--- src/rtl/rv_mc_pkg.sv ---
// Shared types and encodings for the multi-cycle RISC-V controller.
// Latency: n/a (definitions only).
// Backpressure: n/a.
package rv_mc_pkg;

  typedef enum logic [3:0] {
    S_FETCH    = 4'd0,
    S_DECODE   = 4'd1,
    S_MEMADR   = 4'd2,
    S_MEMREAD  = 4'd3,
    S_MEMWB    = 4'd4,
    S_MEMWRITE = 4'd5,
    S_EXECR    = 4'd6,
    S_EXECI    = 4'd7,
    S_ALUWB    = 4'd8,
    S_BRANCH   = 4'd9,
    S_JAL      = 4'd10,
    S_JALR     = 4'd11,
    S_JALPC    = 4'd12,
    S_LUI      = 4'd13
  } state_t;

  // ALU operation class handed from the FSM to the ALU decoder
  typedef enum logic [1:0] {
    ALUOP_ADD   = 2'b00,
    ALUOP_SUB   = 2'b01,
    ALUOP_FUNCT = 2'b10
  } aluop_t;

  localparam logic [6:0] OP_LOAD   = 7'b0000011;
  localparam logic [6:0] OP_STORE  = 7'b0100011;
  localparam logic [6:0] OP_RTYPE  = 7'b0110011;
  localparam logic [6:0] OP_ITYPE  = 7'b0010011;
  localparam logic [6:0] OP_BRANCH = 7'b1100011;
  localparam logic [6:0] OP_JAL    = 7'b1101111;
  localparam logic [6:0] OP_JALR   = 7'b1100111;
  localparam logic [6:0] OP_LUI    = 7'b0110111;

  localparam logic [3:0] ALU_ADD  = 4'b0000;
  localparam logic [3:0] ALU_SUB  = 4'b0001;
  localparam logic [3:0] ALU_AND  = 4'b0010;
  localparam logic [3:0] ALU_OR   = 4'b0011;
  localparam logic [3:0] ALU_XOR  = 4'b0100;
  localparam logic [3:0] ALU_SLT  = 4'b0101;
  localparam logic [3:0] ALU_SLTU = 4'b0110;
  localparam logic [3:0] ALU_SLL  = 4'b0111;
  localparam logic [3:0] ALU_SRL  = 4'b1000;
  localparam logic [3:0] ALU_SRA  = 4'b1001;

  localparam logic [2:0] IMM_I = 3'b000;
  localparam logic [2:0] IMM_S = 3'b001;
  localparam logic [2:0] IMM_B = 3'b010;
  localparam logic [2:0] IMM_J = 3'b011;
  localparam logic [2:0] IMM_U = 3'b100;

  localparam logic [1:0] RES_ALUOUT = 2'b00;
  localparam logic [1:0] RES_DATA   = 2'b01;
  localparam logic [1:0] RES_ALURES = 2'b10;
  localparam logic [1:0] RES_IMM    = 2'b11;

  localparam logic [1:0] SRCA_PC    = 2'b00;
  localparam logic [1:0] SRCA_OLDPC = 2'b01;
  localparam logic [1:0] SRCA_RS1   = 2'b10;

  localparam logic [1:0] SRCB_RS2  = 2'b00;
  localparam logic [1:0] SRCB_IMM  = 2'b01;
  localparam logic [1:0] SRCB_FOUR = 2'b10;

endpackage

--- src/rtl/rv_mc_aludec.sv ---
// ALU decoder: maps ALU-op class plus funct3/funct7b5/opb5 to an RV32I ALU code.
// Latency: combinational. Backpressure: none.
// Ports: aluop (class), funct3, funct7b5, opb5 (1 = R-type) -> alucrtl.
module rv_mc_aludec
  import rv_mc_pkg::*;
#(
  parameter int ALUCTRL_W = 4
) (
  input  aluop_t               aluop,
  input  logic [2:0]           funct3,
  input  logic                 funct7b5,
  input  logic                 opb5,
  output logic [ALUCTRL_W-1:0] alucrtl
);

  logic [3:0] ctrl;

  always_comb begin
    ctrl = ALU_ADD;
    case (aluop)
      ALUOP_ADD: ctrl = ALU_ADD;
      ALUOP_SUB: ctrl = ALU_SUB;
      default: begin
        case (funct3)
          // funct7b5 on an I-type add is immediate bits, so only R-type subtracts
          3'b000:  ctrl = (opb5 && funct7b5) ? ALU_SUB : ALU_ADD;
          3'b001:  ctrl = ALU_SLL;
          3'b010:  ctrl = ALU_SLT;
          3'b011:  ctrl = ALU_SLTU;
          3'b100:  ctrl = ALU_XOR;
          3'b101:  ctrl = funct7b5 ? ALU_SRA : ALU_SRL;
          3'b110:  ctrl = ALU_OR;
          default: ctrl = ALU_AND;
        endcase
      end
    endcase
  end

  assign alucrtl = ALUCTRL_W'(ctrl);

endmodule

--- src/rtl/rv_multicycle_controller.sv ---
// Multi-cycle RISC-V control FSM: fetch/decode/execute/memory/writeback sequencing.
// Latency: Moore outputs from state; 3-5 cycles per instruction plus memory waits.
// Backpressure: FETCH/MEMREAD/MEMWRITE hold (req asserted) until i_mem_ready.
// Ports: i_op/i_funct3/i_funct7b5 from IR, i_zero/i_lt/i_ltu flags from ALU,
//   i_mem_ready memory handshake; o_* datapath controls, o_illegal pulse, o_state debug.
module rv_multicycle_controller
  import rv_mc_pkg::*;
#(
  parameter int ALUCTRL_W   = 4,
  parameter int IMMSRC_W    = 3,
  parameter int MEM_WAIT_EN = 1,
  parameter int STATE_W     = 4
) (
  input  logic                 i_clk,
  input  logic                 i_rst,
  input  logic [6:0]           i_op,
  input  logic [2:0]           i_funct3,
  input  logic                 i_funct7b5,
  input  logic                 i_zero,
  input  logic                 i_lt,
  input  logic                 i_ltu,
  input  logic                 i_mem_ready,
  output logic                 o_mem_req,
  output logic                 o_memwrite,
  output logic                 o_adrsrc,
  output logic                 o_irwrite,
  output logic                 o_pcwrite,
  output logic                 o_regwrite,
  output logic [1:0]           o_resultsrc,
  output logic [1:0]           o_alusrca,
  output logic [1:0]           o_alusrcb,
  output logic [IMMSRC_W-1:0]  o_immsrc,
  output logic [ALUCTRL_W-1:0] o_alucrtl,
  output logic                 o_illegal,
  output logic [STATE_W-1:0]   o_state
);

  state_t     state, state_next;
  aluop_t     aluop;
  logic       ready, br_bad, br_take;
  logic       mem_req, memwrite, irwrite, pcwrite, regwrite, illegal;
  logic [2:0] immsrc;

  assign ready = (MEM_WAIT_EN != 0) ? i_mem_ready : 1'b1;

  // funct3 010/011 have no branch meaning; others: bit0 inverts the base test
  assign br_bad = (i_funct3[2:1] == 2'b01);
  always_comb begin
    case (i_funct3[2:1])
      2'b00:   br_take = i_zero ^ i_funct3[0];
      2'b10:   br_take = i_lt   ^ i_funct3[0];
      2'b11:   br_take = i_ltu  ^ i_funct3[0];
      default: br_take = 1'b0;
    endcase
  end

  always_ff @(posedge i_clk or posedge i_rst) begin
    if (i_rst) state <= S_FETCH;
    else       state <= state_next;
  end

  always_comb begin
    state_next  = state;
    mem_req     = 1'b0;
    memwrite    = 1'b0;
    o_adrsrc    = 1'b0;
    irwrite     = 1'b0;
    pcwrite     = 1'b0;
    regwrite    = 1'b0;
    illegal     = 1'b0;
    o_resultsrc = RES_ALUOUT;
    o_alusrca   = SRCA_PC;
    o_alusrcb   = SRCB_RS2;
    immsrc      = IMM_I;
    aluop       = ALUOP_ADD;
    case (state)
      S_FETCH: begin
        mem_req     = 1'b1;
        o_alusrcb   = SRCB_FOUR;
        o_resultsrc = RES_ALURES;
        irwrite     = ready;
        pcwrite     = ready;
        if (ready) state_next = S_DECODE;
      end
      S_DECODE: begin
        // precompute the branch/jump target into ALUOut; jal needs the J immediate
        o_alusrca = SRCA_OLDPC;
        o_alusrcb = SRCB_IMM;
        immsrc    = (i_op == OP_JAL) ? IMM_J : IMM_B;
        case (i_op)
          OP_LOAD, OP_STORE: state_next = S_MEMADR;
          OP_RTYPE:          state_next = S_EXECR;
          OP_ITYPE:          state_next = S_EXECI;
          OP_BRANCH:         state_next = S_BRANCH;
          OP_JAL:            state_next = S_JAL;
          OP_JALR:           state_next = S_JALR;
          OP_LUI:            state_next = S_LUI;
          default: begin
            illegal    = 1'b1;
            state_next = S_FETCH;
          end
        endcase
      end
      S_MEMADR: begin
        o_alusrca  = SRCA_RS1;
        o_alusrcb  = SRCB_IMM;
        immsrc     = (i_op == OP_STORE) ? IMM_S : IMM_I;
        state_next = (i_op == OP_STORE) ? S_MEMWRITE : S_MEMREAD;
      end
      S_MEMREAD: begin
        mem_req  = 1'b1;
        o_adrsrc = 1'b1;
        if (ready) state_next = S_MEMWB;
      end
      S_MEMWB: begin
        o_resultsrc = RES_DATA;
        regwrite    = 1'b1;
        state_next  = S_FETCH;
      end
      S_MEMWRITE: begin
        mem_req  = 1'b1;
        o_adrsrc = 1'b1;
        memwrite = 1'b1;
        if (ready) state_next = S_FETCH;
      end
      S_EXECR: begin
        o_alusrca  = SRCA_RS1;
        aluop      = ALUOP_FUNCT;
        state_next = S_ALUWB;
      end
      S_EXECI: begin
        o_alusrca  = SRCA_RS1;
        o_alusrcb  = SRCB_IMM;
        aluop      = ALUOP_FUNCT;
        state_next = S_ALUWB;
      end
      S_ALUWB: begin
        regwrite   = 1'b1;
        state_next = S_FETCH;
      end
      S_BRANCH: begin
        o_alusrca  = SRCA_RS1;
        aluop      = ALUOP_SUB;
        illegal    = br_bad;
        pcwrite    = br_take && !br_bad;
        state_next = S_FETCH;
      end
      S_JAL: begin
        // PC <- target in ALUOut while ALU forms OldPC+4 for the link write
        o_alusrca  = SRCA_OLDPC;
        o_alusrcb  = SRCB_FOUR;
        pcwrite    = 1'b1;
        state_next = S_ALUWB;
      end
      S_JALR: begin
        o_alusrca  = SRCA_RS1;
        o_alusrcb  = SRCB_IMM;
        state_next = S_JALPC;
      end
      S_JALPC: begin
        o_alusrca  = SRCA_OLDPC;
        o_alusrcb  = SRCB_FOUR;
        pcwrite    = 1'b1;
        state_next = S_ALUWB;
      end
      S_LUI: begin
        immsrc      = IMM_U;
        o_resultsrc = RES_IMM;
        regwrite    = 1'b1;
        state_next  = S_FETCH;
      end
      default: state_next = S_FETCH;
    endcase
  end

  rv_mc_aludec #(.ALUCTRL_W(ALUCTRL_W)) u_aludec (
    .aluop    (aluop),
    .funct3   (i_funct3),
    .funct7b5 (i_funct7b5),
    .opb5     (i_op[5]),
    .alucrtl  (o_alucrtl)
  );

  // reset must silence strobes immediately, even though FETCH itself requests
  assign o_mem_req  = mem_req  & ~i_rst;
  assign o_memwrite = memwrite & ~i_rst;
  assign o_irwrite  = irwrite  & ~i_rst;
  assign o_pcwrite  = pcwrite  & ~i_rst;
  assign o_regwrite = regwrite & ~i_rst;
  assign o_illegal  = illegal  & ~i_rst;
  assign o_immsrc   = IMMSRC_W'(immsrc);
  assign o_state    = STATE_W'(state);

endmodule
--- config.mk ---
export PLATFORM = sky130hd
export DESIGN_NAME = rv_multicycle_controller
export DESIGN_NICKNAME = d
export VERILOG_FILES = /design/src/rtl/rv_mc_pkg.sv /design/src/rtl/rv_mc_aludec.sv /design/src/rtl/rv_multicycle_controller.sv
export SDC_FILE = /design/constraint.sdc
export NUM_CORES = 1
export LEC_CHECK = 0
export CORE_MARGIN = 5
export CORE_UTILIZATION = 41
export CTS_BUF_LIST = sky130_fd_sc_hd__clkbuf_8
export DETAILED_ROUTE_END_ITERATION = 8
export PLACE_DENSITY = 0.92
export REMOVE_ABC_BUFFERS = 1
export SLEW_MARGIN = 20
export SYNTH_ARGS = -nofsm -noshare
export SYNTH_HDL_FRONTEND = slang
export SYNTH_SLANG_ARGS = --single-unit
export TNS_END_PERCENT = 5
--- constraint.sdc ---
create_clock -name i_clk -period 2.26 [get_ports i_clk]
set_input_delay 0.565 -clock i_clk [delete_from_list [all_inputs] [get_ports i_clk]]
set_output_delay 0.565 -clock i_clk [all_outputs]
set_load 0.01 [all_outputs]
After elaboration in Yosys (flattened, before gate mapping)
Index checks and enable logic that the tools add are counted.
W data, S select, Z words.
{"block": "word_totals", "ram_bits": 0, "memories": 0, "mem_bits_ro": 0, "latch_bits": 0, "register_bits": 4}
{"block": "op_classes", "n_mux": 26, "shifts": 0, "n_bitwise": 10, "n_lt_le_gt_ge": 0, "multipliers": 0, "n_div": 0, "n_eq_ne": 34, "n_reduce_logical": 20, "n_addsub": 0}
{"op": "$pmux W4 S7", "n": 3}
{"op": "$eq A4 B4 Y1 const B", "n": 6}
{"op": "$eq A7 B6 Y1 const B", "n": 3}
{"op": "$eq A7 B7 Y1 const B", "n": 3}
{"op": "$eq A4 B3 Y1 const B", "n": 4}
{"op": "$mux W4", "n": 3}
{"op": "$pmux W2 S2", "n": 3}
{"op": "$reduce_or A3 Y1", "n": 4}
{"op": "$mux W1", "n": 10}
{"op": "$eq A3 B3 Y1 const B", "n": 3}
{"op": "$pmux W3 S3", "n": 1}
{"op": "$eq A4 B2 Y1 const B", "n": 2}
{"op": "$pmux W4 S2", "n": 1}
{"op": "$reduce_or A2 Y1", "n": 4}
{"op": "$reduce_or A4 Y1", "n": 2}
{"op": "$reduce_or A8 Y1", "n": 1}
{"op": "$eq A7 B2 Y1 const B", "n": 1}
{"op": "$eq A7 B5 Y1 const B", "n": 1}
{"op": "$and A1 B1 Y1", "n": 6}
{"op": "$eq A3 B2 Y1 const B", "n": 2}
{"op": "$ne A2 B2 Y1 const B", "n": 3}
{"op": "$pmux W1 S3", "n": 2}
{"op": "$pmux W2 S3", "n": 1}
{"op": "$reduce_or A5 Y1", "n": 1}
{"op": "14 further kinds", "n": 20}

Depth between registers and ports, before layout
{"block": "logic_depth", "ltp_word": 5, "depth_mapped": 6}

Hierarchy
Synthesis repeated with hierarchy kept, for this count alone.
{"block": "unflattened", "cells_unflattened": 114, "hier_area_um2": 807.0}
{"mod": "rv_multicycle_controller", "instances": 1, "cells_each": 101, "area_per_inst_um2": 724.4, "seq_area_each_um2": 100.1}
{"mod": "rv_mc_aludec", "instances": 1, "cells_each": 13, "area_per_inst_um2": 82.6, "seq_area_each_um2": 0.0}

Worst setup path before layout
Ideal clock, no wire load.
{"block": "synth_timing", "path_type": "flip-flop to output port", "startpoint": "register state[1] (netlist: o_state[1])", "endpoint": "output port o_illegal", "slack_ns": 0.190, "path_buffers": 1, "stages_incl_launch_ff": 6, "arrival_ns": 1.505, "required_time_ns": 1.695, "cell_sequence": "dfrtp_1 -> buf_6 -> nand2b_4 -> or3_4 -> a2111oi_4 -> a31o_1"}
{"block": "synth_via", "elab_chain_len": 3}
{"element": "start, declared", "line": "rv_multicycle_controller.sv:38", "text": "state_t state, state_next;"}
{"element": "start signal, assigned", "line": "rv_multicycle_controller.sv:59", "text": "else state <= state_next;"}
{"element": "$eq A4 B4 Y1 / $eq A4 B1 Y1 (equally long branches)", "line": "rv_multicycle_controller.sv:76", "text": "case (state)"}
{"element": "$pmux W1 S2 *", "line": "rv_multicycle_controller.sv:76"}
{"element": "$and A1 B1 Y1 *", "line": "rv_multicycle_controller.sv:190", "text": "assign o_illegal = illegal & ~i_rst;"}
{"element": "end, declared", "line": "rv_multicycle_controller.sv:34", "text": "output logic o_illegal,"}
Every way passes the cells marked *; elsewhere a longest branch is shown, timed or not.

Final worst setup path
{"block": "layout_timing", "startpoint": "input port i_mem_ready", "endpoint": "output port o_pcwrite"}
{"block": "layout_via", "elab_chain_len": 2}
{"element": "start, declared", "line": "rv_multicycle_controller.sv:22", "text": "input logic i_mem_ready,"}
{"element": "$pmux W1 S3", "line": "rv_multicycle_controller.sv:76"}
{"element": "$and A1 B1 Y1", "line": "rv_multicycle_controller.sv:188", "text": "assign o_pcwrite = pcwrite & ~i_rst;"}
{"element": "end, declared", "line": "rv_multicycle_controller.sv:27", "text": "output logic o_pcwrite,"}
No other way between the ends.

==> impl_metrics.py <==
metrics = {
    "status": {
        "outcome": "complete, but fails checks",
        "violations": "negative setup slack",
    },
    "yosys": {
        "synthArstFlopShare": 1.00,
        "synth_edf_count": 0,
        "syn_inst": 124,
        "synth.area.mux_share": 0.0245,
        "synth_area_um2": 816,
        "yosysWarnings": 0,
        "avgSynthCellArea_um2": 6.58,
        "synthFlopType": "dfrtp_1",
        "synth-seq-cells": 4,
        "synth_xor_area_frac": 0.0429,
        "synthSimpleGateAreaFrac": 0.426,
        "yosys-top-cells-area": "dfrtp_1 12%, nor2_1 6.9%, nor2b_1 6.9%, nand2_1 6.0%, a21oi_1 4.9%",
        "yosys.area.top_type": "dfrtp_1",
        "seq_area_frac_synth": 0.123,
        "netlist.area_leader.share": 0.123,
        "synth_fa_ha_area_frac": 0,
        "synthDistinctLibCells": 41,
        "synth_top_family_by_area": "simple AND/OR/NAND/NOR gates",
        "synth_compound_area_frac": 0.299,
    },
    "pwr": {
        "p_int_mw": 0.415,
        "power_density_nw_per_um2": 441,
        "p_seq_frac": 0.126,
        "power_frac_comb": 0.640,
        "ir_drop_uv": 311,
        "totalPowerFinal_mw": 0.686,
        "p_clk_frac": 0.234,
        "p_leak_nw": 0.774,
        "sw_frac_of_total": 0.396,
        "switchingPower_mw": 0.272,
    },
    "timing": {
        "period_share": 1.01,
        "clock_skew_ns": 0.000878,
        "max_freq_mhz": 438,
        "setup_viol": 1,
        "layout_min_cycle_time_ns": 2.28,
        "finalHoldViolations": 0,
        "maxSlewViolCount": 0,
        "rsz0062_at_grt": "yes",
        "tightest_slew_ns": 0.319,
        "fin_ws_ns": -0.0236,
        "slew_headroom": 0.785,
    },
    "placed_design": {
        "gp_congestion": 0.981,
        "hpwlAfterDp_mm": 2.82,
        "portBuffers": 40,
        "dp_cells": 221,
    },
    "grt": {
        "grt_max_degree": 20,
        "first_global_vias": 1307,
        "grt_use_total": 0.270,
        "grt_remaining_overflow": 0,
        "antenna_found_initial": 0,
        "grt_pass1_wl_mm": 5.64,
    },
    "die": {
        "num_rows": 16,
        "die-height_um": 54.6,
        "initial_core_util": 0.424,
        "coreArea_um2": 1920,
        "die_w_um": 54.6,
        "ios": 41,
        "die_area_um2": 2980,
    },
    "drt": {
        "via_count": 1311,
        "drc": 0,
        "first_iter_violations": 39,
        "wl_per_cell_um": 17.0,
        "firstDrtPassIters": 4,
        "drtAntennaViolNets": 0,
        "wl_mm": 3.84,
        "viasPerCell": 5.80,
    },
    "worst_hold_path": {
        "hold-path-cell-count": 2,
        "hold_class": "flop to flop",
    },
    "critical_path": {
        "cp-end-kind": "output pin",
        "start_kind": "input pin",
        "cp_data_arrival_time_ns": 1.72,
        "r2r_cells": 7,
        "worst-setup-path-type": "input pin to output pin",
        "cpPeakStageDelay_ns": 0.53,
        "slowest_stage": "clkdlybuf4s50_1",
        "path_buf_inv": 2,
        "crit_family": "buffers and inverters",
        "crit_cells": 5,
        "critical_path.max_fanout": 3,
        "worstPathCellList": "clkdlybuf4s50_1 -> nand2b_1 -> o31ai_1 -> a32o_1 -> buf_2",
        "worstPathRequired_ns": 1.69,
    },
    "clock_network": {
        "clock_path_buffers": 2,
        "cts_sinks": 4,
        "cts.htree.levels": 1,
        "cts_tree": "built",
        "cts_root_buf": "clkbuf_8",
        "cts_buffers": 3,
        "cts.reportedPaths.clkPinSlew_ns": 0.03,
        "clk-insertion-delay-late_ns": 0.23,
    },
    "finish": {
        "final.fill_count": 137,
        "n_antenna_cell": 0,
        "fin_nets": 218,
        "syn2layout_area_growth_pct": 90.8,
        "stdcell_count": 226,
        "final_util": 0.810,
        "drive_gt1_frac": 0.382,
        "largest_reg_flops": 4,
    },
    "flow_run": {
        "max-cap-violations": 0,
    },
}
[worst min-delay path: cells and delay by family (launching register included)]
family / cells / cell delay [ns]
flops: 1 / 0.34
compound gates: 1 / 0.07
buf+inv: 1 / 0.19
[what timing repair did]
item	in CTS	in global routing
pin swaps	3	3
setup buffers	0	2
gates resized for setup	59	34
hold buffers	0	0
endpoints found under the setup margin	19	16
hold endpoints to repair	0	0
[metrics by stage]
stage          hold slack (ns)  instance area (µm²)  TNS, ns  setup WS [ns]
6_report                 0.656                 1560  -0.0236        -0.0236
5_1_grt                  0.684                 1560   -0.162        -0.0705
4_1_cts                  0.641                 1540   -0.196        -0.0983
3_5_place_dp             0.633                 1500    -4.85         -0.765
3_3_place_gp             0.596                 1500    -4.35         -0.653
2_1_floorplan            0.331                  766        0         0.0805
[cell usage in the layout (no fill, tap or decap), types with 5 or more instances in the layout]
cell type	count
o21ai_0	5
a21oi_1	7
buf_6	5
dlygate4sd2_1	14
buf_2	6
nor2b_1	6
nor2_1	14
nor3_1	5
clkdlybuf4s50_1	8
clkbuf_2	8
nand2_1	12
buf_4	37
[power groups by stage]
stage               sequential [mW]  clock, mW  combinational, mW
detailed placement           0.0859          0              0.443
global route                 0.0871      0.171              0.469
global placement             0.0848          0              0.421
CTS                          0.0855      0.160              0.422
finish                       0.0862      0.161              0.439
floorplan                     0.112          0              0.159
[layer usage]
layer | GRT usage | vias up | share of wire
met1 | 0.264 | 608 | 0.33
met2 | 0.494 | 88 | 0.54
met5 | 0 | - | 0
met4 | 0.212 | 0 | 0.056
met3 | 0.0436 | 20 | 0.073
li1 | - | 595 | -
[final cells by class]
type / instances / area [µm²] / area share
multi-input combinational: 105 / 712 / 0.457
clock buffer: 3 / 41.3 / 0.0265
sequential: 4 / 100 / 0.0643
inverter: 5 / 18.8 / 0.0121
tap: 27 / 33.8 / 0.0217
timing repair buffer: 82 / 651 / 0.418
[path summary, 6_finish.rpt]
check | to | slack (ns) | start
hold reg to reg | o_state[0] | 0.66 | o_state[3]
hold / removal | o_state[0] | 0.66 | o_state[3]
min in group asynchronous | o_state[2] | 0.83 | i_rst
max in group asynchronous | o_state[0] | 1.28 | i_rst
setup / recovery | o_pcwrite | -0.02 | i_mem_ready
setup reg to reg | o_state[2] | 0.67 | o_state[1]
[synth_stat cells (all sizes together) (2+ instances only)]
master,count
a21boi,2
a21oi,8
a32oi,2
buf,6
clkbuf,4
dfrtp,4
inv,4
mux2i,2
nand2,13
nand2b,6
nand3,4
nand3b,2
nor2,15
nor2b,9
nor3,6
nor3b,3
nor4,3
o21ai,7
o22ai,2
o31ai,2
or3,3
xnor2,2
xor2,2
[cell families (layout without fill, tap and decap cells)]
logic type	after synthesis	count (layout)
AO/OA/AOI/OAI	34	34
XOR/XNOR	4	4
buffers and inverters	15	90
flip-flops	4	4
multiplexers	2	2
AND/OR/NAND/NOR	65	65
No activity file was read; power rests on OpenSTA's default activity.
